**src/rtl/mac_seq_controller.sv**
```systemverilog
// Iterating MAC sequencer: INIT, then NUM_ITER rounds of MULT/ADD/WB/CHECK, then a DONE pulse.
// Define MAC_ABORT_EN to add the abort input, which returns any active run to IDLE.
module mac_seq_controller #(
    parameter int NUM_ITER = 4,
    parameter int MULT_LAT = 1,
    parameter int ADD_LAT  = 1,
    parameter int CNT_W    = 2
) (
    input  logic             clk,
    input  logic             rst,
    input  logic             start,
`ifdef MAC_ABORT_EN
    input  logic             abort,
`endif
    output logic             init_w,
    output logic             init_x,
    output logic             load_a,
    output logic             load_sel,
    output logic             busy,
    output logic             done,
    output logic [CNT_W-1:0] iter_idx
);

    localparam int STG_MAX = (MULT_LAT > ADD_LAT) ? MULT_LAT : ADD_LAT;
    localparam int STG_W   = (STG_MAX > 1) ? $clog2(STG_MAX) : 1;

    localparam logic [STG_W-1:0] MULT_END  = STG_W'(MULT_LAT - 1);
    localparam logic [STG_W-1:0] ADD_END   = STG_W'(ADD_LAT - 1);
    localparam logic [CNT_W-1:0] LAST_ITER = CNT_W'(NUM_ITER - 1);

    typedef enum logic [2:0] {
        S_IDLE,
        S_INIT,
        S_MULT,
        S_ADD,
        S_WB,
        S_CHECK,
        S_DONE
    } state_t;

    state_t           ps_q, ps_d;
    logic [STG_W-1:0] stg_q, stg_d;
    logic [CNT_W-1:0] iter_q, iter_d;
    logic             init_w_q, init_x_q, load_a_q, load_sel_q, busy_q, done_q;

    always_comb begin
        // NOTE: every signal written here gets a default first, so no path leaves it unassigned and no latch is inferred.
        ps_d   = ps_q;
        stg_d  = stg_q;
        iter_d = iter_q;
        unique case (ps_q)
            S_IDLE: begin
                stg_d  = '0;
                iter_d = '0;
                if (start) ps_d = S_INIT;
            end
            S_INIT: begin
                if (!start) begin
                    ps_d  = S_MULT;
                    stg_d = '0;
                end
            end
            S_MULT: begin
                if (stg_q == MULT_END) begin
                    ps_d  = S_ADD;
                    stg_d = '0;
                end else begin
                    stg_d = stg_q + 1'b1;
                end
            end
            S_ADD: begin
                if (stg_q == ADD_END) begin
                    ps_d  = S_WB;
                    stg_d = '0;
                end else begin
                    stg_d = stg_q + 1'b1;
                end
            end
            S_WB: ps_d = S_CHECK;
            S_CHECK: begin
                // iter_idx only moves here, so it is stable from MULT through CHECK.
                if (iter_q == LAST_ITER) begin
                    ps_d = S_DONE;
                end else begin
                    ps_d   = S_MULT;
                    stg_d  = '0;
                    iter_d = iter_q + 1'b1;
                end
            end
            S_DONE: begin
                ps_d   = S_IDLE;
                iter_d = '0;
            end
            default: begin
                ps_d   = S_IDLE;
                stg_d  = '0;
                iter_d = '0;
            end
        endcase
`ifdef MAC_ABORT_EN
        // Abort outranks every transition, CHECK->DONE included; in IDLE it is ignored.
        if (abort && ps_q != S_IDLE) begin
            ps_d   = S_IDLE;
            stg_d  = '0;
            iter_d = '0;
        end
`endif
    end

    // Outputs are decoded from the next state and registered, so they track ps_q exactly.
    always_ff @(posedge clk) begin
        // NOTE: state is updated with non-blocking assignments so every register samples pre-edge values.
        if (!rst) begin
            ps_q       <= S_IDLE;
            stg_q      <= '0;
            iter_q     <= '0;
            init_w_q   <= 1'b0;
            init_x_q   <= 1'b0;
            load_a_q   <= 1'b0;
            load_sel_q <= 1'b0;
            busy_q     <= 1'b0;
            done_q     <= 1'b0;
        end else begin
            ps_q       <= ps_d;
            stg_q      <= stg_d;
            iter_q     <= iter_d;
            init_w_q   <= (ps_d == S_INIT);
            init_x_q   <= (ps_d == S_INIT);
            load_a_q   <= (ps_d == S_INIT) || (ps_d == S_WB);
            load_sel_q <= (ps_d == S_WB);
            busy_q     <= (ps_d != S_IDLE);
            done_q     <= (ps_d == S_DONE);
        end
    end

    assign init_w   = init_w_q;
    assign init_x   = init_x_q;
    assign load_a   = load_a_q;
    assign load_sel = load_sel_q;
    assign busy     = busy_q;
    assign done     = done_q;
    assign iter_idx = iter_q;

endmodule

```
**config.mk**
```make
export PLATFORM = sky130hd
export DESIGN_NAME = mac_seq_controller
export DESIGN_NICKNAME = d
export VERILOG_FILES = /design/src/rtl/mac_seq_controller.sv
export SDC_FILE = /design/constraint.sdc
export NUM_CORES = 1
export LEC_CHECK = 0
export CAP_MARGIN = 20
export CORE_AREA = 2 2 39 41
export DETAILED_ROUTE_END_ITERATION = 16
export DIE_AREA = 0 0 41 43
export PLACE_DENSITY = 0.65
export SLEW_MARGIN = 20
export SYNTH_ARGS = -nofsm -noshare
export SYNTH_HDL_FRONTEND = slang
export SYNTH_SLANG_ARGS = --single-unit
```
**constraint.sdc**
```tcl
create_clock -name clk -period 1.2 [get_ports clk]
set_clock_uncertainty 0.1 [all_clocks]
set_input_delay 0.18 -clock clk [delete_from_list [all_inputs] [get_ports clk]]
set_output_delay 0.18 -clock clk [all_outputs]
set_load 0.01 [all_outputs]
```
Word level (Yosys, flattened, before mapping)
Index checks and enable logic that the tools add are counted.
{"block": "word_totals", "latchBits": 0, "mem_bits_rw": 0, "input_bits": 3, "mem_count": 0, "wordCells": 44, "mem_bits_ro": 0, "register_bits": 11}
{"block": "op_classes", "n_lt_le_gt_ge": 0, "div_mod_pow": 0, "n_reduce_logical": 8, "eq_ne": 12, "shift": 0, "multipliers": 0, "mux": 12, "addsub": 2, "bitwise_logic": 2}
{"operator": "$pmux W3 S6", "n": 1}
{"operator": "$eq A3 B3 Y1 const B", "n": 5}
{"operator": "$mux W3", "n": 5}
{"operator": "$eq A3 B1 Y1 const B", "n": 2}
{"operator": "$eq A3 B2 Y1 const B", "n": 2}
{"operator": "$ne A2 B2 Y1 const B", "n": 2}
{"operator": "$pmux W1 S4", "n": 1}
{"operator": "$pmux W2 S2", "n": 1}
{"operator": "$reduce_or A2 Y1", "n": 2}
{"operator": "$reduce_or A4 Y1", "n": 1}
{"operator": "$logic_not A3 Y1", "n": 1}
{"operator": "$mux W1", "n": 3}
{"operator": "$reduce_and A3 Y1", "n": 1}
{"operator": "$reduce_bool A3 Y1", "n": 1}
{"operator": "$add A2 B1 Y2 const B", "n": 1}
{"operator": "$eq A2 B2 Y1 const B", "n": 1}
{"operator": "$mux W2", "n": 1}
{"operator": "$not A1 Y1", "n": 2}
{"operator": "$reduce_and A2 Y1", "n": 1}
{"operator": "$add A1 B1 Y1 const B", "n": 1}
{"operator": "$logic_or A1 B1 Y1", "n": 1}

Logic depth before layout (Yosys ltp)
Gate-level depths: netlist (run 1).
{"block": "logic_depth", "ltp_word": 5, "ltp_mapped": 4, "depth_no_buf": 4}

Worst setup path before layout (run 1)
OpenSTA, ideal clock, no wires.
{"block": "synth_timing", "kind": "register -> register", "start": "register iter_q[0], in the netlist iter_idx[0]", "end": "register iter_q[0], in the netlist iter_idx[0]", "arrival_ps": 1104, "slack_ps": -124, "required_ps": 980, "stages_incl_launch_ff": 5, "n_path_buf": 0, "path_cell_list": "dfxtp_1 -> ha_1 -> nor2b_4 -> and4b_1 -> o31a_1"}
{"block": "synth_between", "elab_chain_len": 3, "word_cells_on_any_way": 6, "classes_between": "add/sub: 1; eq/ne: 2; mux: 2; reduce/logical: 1"}
{"element": "start: declaration", "line_no": "43", "rtl": "logic [CNT_W-1:0] iter_q, iter_d;"}
{"element": "start signal: assignment", "line_no": "126", "rtl": "iter_q <= iter_d;"}
{"element": "$add A2 B1 Y2 / $eq A2 B2 Y1 (equally long branches)", "line_no": "87, 82"}
{"element": "$mux W2 / $ne A2 B2 Y1 (equally long branches)"}
{"element": "$pmux W2 S2 / $reduce_and A2 Y1 (equally long branches)"}
Parallel ways exist; a longest one is shown, timed or not. The select of a mux whose other input is x is not followed.
A chain may end at the register's enable or synchronous reset.

Worst setup path in the final report (run 1)
Ends and elaborated chain as after synthesis.

==> run metrics, run 1 <==
Initial DRC Count=7; router iterations before antenna repair=2; CTS tree=yes; r2r setup slk=-0.03 ns; Crit. End Element=register; r2r worst-path depth=5; die area=0.001763 mm²; Crit Reg-Reg Endpoint=iter_idx[0]$_SDFFE_PN0P_; CP Data Arrival Time=1.28 ns; Startpoint Class=register; fin area=671.9 µm²; Synth warnings=0; # H-tree levels=1; # hold bufs at CTS=0; P&R area growth vs syn=46.72%; total number of vias=419; detailed placement HPWL=740 µm; antenna violations before repair=0; endpoints failing setup=1; Vias per Instance=4.872; placement-stage cell area=616.8 µm²; WL per Instance=11.31 µm; GR Overflow Total=0; status=finished with violations; Clock Latency Late Sink=0.27 ns; hold slack=0.4204 ns; worst setup path end=iter_idx[0]$_SDFFE_PN0P_; Pwr Density=1116 mW/mm²; #FFs+latches synth=10; number of global-route vias before repair=351; endpoints failing hold=0; area leader, netlist=dfxtp_1; Post-Synthesis Cells=51; Core Area=0.001384 mm²; Fmax=0.8150 GHz; post-synthesis sequential area ratio=43.72%; Site Rows=14; critical path class=register to register; Port-buffer cells=10; Worst-Margin Slew=0.2805 ns; final worst slack=-0.02697 ns; Root Buffer=clkbuf_4; prevailing post-synth register cell=dfxtp_1; post-route minimum period=1.227 ns; Mapped Area=457.9 µm²; FFs w/ async S/R, synth=0%; Mapped Nets=55; placer congestion estimate=0.6815; Num CTS Buffers=3; Seq. cell area=210.2 µm²; Multi-input gate area=237.7 µm²; Post-synth EDFFs=0; number of routed nets with antenna violations=0; Peak VDD IR=0.5870 mV; Hold Path Class=register to register; clock buffer depth=2; die width=41 µm; All-Layer GR Usage=13.71%; Leakage=0.2882 nW; synth top area cells=dfxtp_1, nand2b_1, nor3b_1; routed wire length=973 µm; first-pass GRT wire length=1587 µm; Yosys cell types=22; reg2reg start=iter_idx[0]$_SDFFE_PN0P_; placed cells=80; CTS sink cnt=10; failing checks=setup timing; Tot Pwr=0.7497 mW; WP data required=1.26 ns; CP Max Fanout=5; Avg Cell Area, Syn=8.979 µm²; Reg clk slew, reported paths=0.06 ns; Max-Cap Viols=0; Slew HR=81.26%; final worst-path cycle share=102.2%; Synth top area share=43.72%; Slew Limit Fails=0; launch point of the worst path=iter_idx[0]$_SDFFE_PN0P_; Finished Layout Cells=86; IO Pins=11; hold_sp=ps_q[1]$_SDFF_PN0_; DRC viols=0; final setup TNS=-0.02697 ns; initial core utilization=33.09%; ANT cells=0; pin count of the biggest net entering global routing=12; Die H=43 µm; Final nets=75; layout cells sized above 1=27.14%; fill count=138; RSZ-0062 raised after global routing=true
[synth_stat cells (2+ instances only)]
cell type  count
a21oi_1        4
a31oi_1        2
buf_2          2
dfxtp_1       10
nand2_1        5
nand2b_1       5
nor2_1         4
nor3b_1        4
o21a_1         2
[critical path, stage by stage, from the launching register on]
cell	delay [ns]
dfxtp_4	0.36
ha_4	0.17
buf_4	0.13
nand2_1	0.06
a21oi_1	0.06
o31a_1	0.23
[power breakdown]
group	switching, mW	total (mW)	leakage, nW	internal, mW
Combinational	0.0420	0.0951	0.183	0.0531
Sequential	0.0116	0.353	0.0844	0.342
Clock	0.117	0.301	0.0210	0.184
[registers in the layout, indices dropped and copies added (netlist names)]
| name | cells |
|---|---|
| busy | 1 |
| done | 1 |
| init_x | 1 |
| iter_idx | 2 |
| load_a | 1 |
| load_sel | 1 |
| ps_q | 3 |
[cell type report]
cell class | instances | area share (%)
clock buffers | 4 | 5.400
inverters | 1 | 0.5587
multi-input cells | 36 | 35.38
flip-flops and latches | 10 | 31.28
well taps | 16 | 2.980
repair buffers | 19 | 24.39
[how the worst min path moves through the flow]
stage,to,slack (ns),cells past startpoint
after CTS,init_x$_SDFF_PN0_,0.43,3
after global placement,iter_idx[1]$_SDFFE_PN0P_,0.42,2
after global routing,done$_SDFF_PN0_,0.44,1
final,done$_SDFF_PN0_,0.42,1
after floorplan,busy$_SDFF_PN0_,0.20,2
after detailed placement,iter_idx[1]$_SDFFE_PN0P_,0.42,2
[cells in the final DEF, fill, tap and decap left out, types with 3 or more instances in the layout]
cell type      count
buf_4              8
dfxtp_1            6
dlygate4sd2_1      6
nand2_1            5
nand2b_1           5
a21oi_1            4
nor3b_1            4
nor2_1             4
clkbuf_4           3
[what timing repair did]
action / CTS / global route
buffers inserted: 1 / 1
pin swaps: 0 / 5
setup endpoints to repair: 10 / 4
gates resized for setup: 11 / 4
[logic make-up after synthesis]
kind of cell	count (synthesis)	share of synthesized area, %
AO/OA/AOI/OAI	10	13.93
adder cells (fa/ha/maj)	1	2.732
buffers and inverters	5	7.104
flip-flops	10	43.72
AND/OR/NAND/NOR	25	32.51
[metrics by stage]
stage                     utilization (%)  worst slack (ns)
after global placement              44.57          -0.05619
after global routing                48.55          -0.07802
final                               48.55          -0.02697
after CTS                           47.47         -0.002479
after detailed placement            44.57          -0.04287
after floorplan                         -         0.0009900
[metal layers]
layer  part of all wire (%)  up-vias  track usage [%]
li1                       -      215                -
met1                     47      194            17.92
met2                     47        8            17.81
met3                    4.2        2            7.853
met4                    1.4        0            6.000
met5                      0        -                0
Power figures use the tool's default switching activity.
==> run 2, diff against run 1 <==
- clock period: 1.2 -> 1.07 ns (I/O delays scaled with it)
==> run metrics, run 2 (synthesized netlist as in run 1, its figures left out) <==
die area=0.001763 mm²; Seq. cell area=215.2 µm²; Leakage=0.2830 nW; Port-buffer cells=10; Slew HR=81.26%; DRC viols=0; Startpoint Class=register; All-Layer GR Usage=14.03%; hold_sp=start; final worst-path cycle share=110.2%; Finished Core Util=48.73%; final setup TNS=-0.1997 ns; GR Overflow Total=0; Hold Crit Depth=3; Place WS=-0.1821 ns; Clock Latency Late Sink=0.27 ns; layout cells sized above 1=45.71%; RSZ-0062 raised after global routing=true; max reg flops=3; Crit. End Element=register; Hold Path Class=input pin to register; CP Max Fanout=5; placer congestion estimate=0.7502; Hold Path Sink=init_x$_SDFF_PN0_; placement-stage cell area=629.4 µm²; r2r setup slk=-0.11 ns; endpoints failing setup=5; Pwr Density=1255 mW/mm²; WL per Instance=11.57 µm; first-pass GRT wire length=1628 µm; critical path class=register to register; hold slack=0.4364 ns; Peak VDD IR=0.8728 mV; most common cell after layout, fill and taps aside=buf_4; # H-tree levels=1; Worst-Margin Slew=0.2802 ns; router iterations before antenna repair=3; Vias per Instance=4.709; IO Pins=11; WP data required=1.13 ns; commonest cells after routing, fill and taps aside=buf_4, dfxtp_1, buf_2; launch point of the worst path=iter_idx[0]$_SDFFE_PN0P_; status=finished with violations; GR met2 Demand/Resource=18.13%; number of global-route vias before repair=378; post-route minimum period=1.179 ns; Site Rows=14; fin area=674.4 µm²; antenna violations before repair=0; Finished Layout Cells=86; Num CTS Buffers=3; Reg clk slew, reported paths=0.07 ns; Die H=43 µm; CTS tree=yes; Crit Reg-Reg Endpoint=iter_idx[0]$_SDFFE_PN0P_; Tot Pwr=0.8464 mW; placed cells=81; Multi-input gate area=266.5 µm²; Max-Cap Viols=0; final worst slack=-0.1095 ns; r2r worst-path depth=4; GR peak layer=met1; P&R area growth vs syn=47.27%; pin count of the biggest net entering global routing=10; failing checks=setup timing; Initial DRC Count=5; CP Data Arrival Time=1.24 ns; reg2reg start=iter_idx[0]$_SDFFE_PN0P_; GR Util met3=9.424%; Slew Limit Fails=0; initial core utilization=33.09%; Fmax=0.8478 GHz; met1 usage=18.63%; total number of vias=405; CTS sink cnt=10; clock buffer depth=2; Most flops, register=ps_q; routed wire length=995 µm; fill count=150; Final nets=75; die width=41 µm; endpoints failing hold=0; ANT cells=0; Core Area=0.001384 mm²; Root Buffer=clkbuf_4; number of routed nets with antenna violations=0
## run 2: report_power, final
part	leakage [nW]	internal [mW]	switching (mW)	total, mW
sequential	0.0848	0.380	0.0118	0.392
combinational	0.177	0.0550	0.0522	0.107
clock	0.0210	0.207	0.140	0.347
total	0.283	0.642	0.204	0.846
## run 2: worst max-delay path by stage
| stage | to | depth (start not counted) |
|---|---|---|
| finish | iter_idx[0]$_SDFFE_PN0P_ | 4 |
| global route | iter_idx[0]$_SDFFE_PN0P_ | 4 |
| CTS | iter_idx[0] | 1 |
| detailed placement | done$_SDFF_PN0_ | 3 |
| global placement | done$_SDFF_PN0_ | 3 |
| floorplan | iter_idx[0]$_SDFFE_PN0P_ | 4 |
## run 2: critical path: stages, from the launching register on
cell and delay [ns]:
dfxtp_4 0.37, ha_4 0.15, nor2b_4 0.05, and4b_1 0.16
o31a_1 0.23
## run 2: cell type report
class,count,area share (%)
clock buffer,4,5.380
inverter,1,0.5566
multi-input combinational,36,39.52
sequential,10,31.91
tap,16,2.968
timing repair buffer,19,19.67
## run 2: timing repair
action                                  CTS  global route
hold buffers                              0             0
resized for setup                        30             9
endpoints found under the setup margin   16            12
buffers inserted                          1             0
pin swaps                                 2             4
## run 2: routing by layer
metal  routed length [µm]  vias up
li1                     -      213
met1                  465      182
met2                  471        8
met3                   53        2
met4                    6        0
met5                    0        -
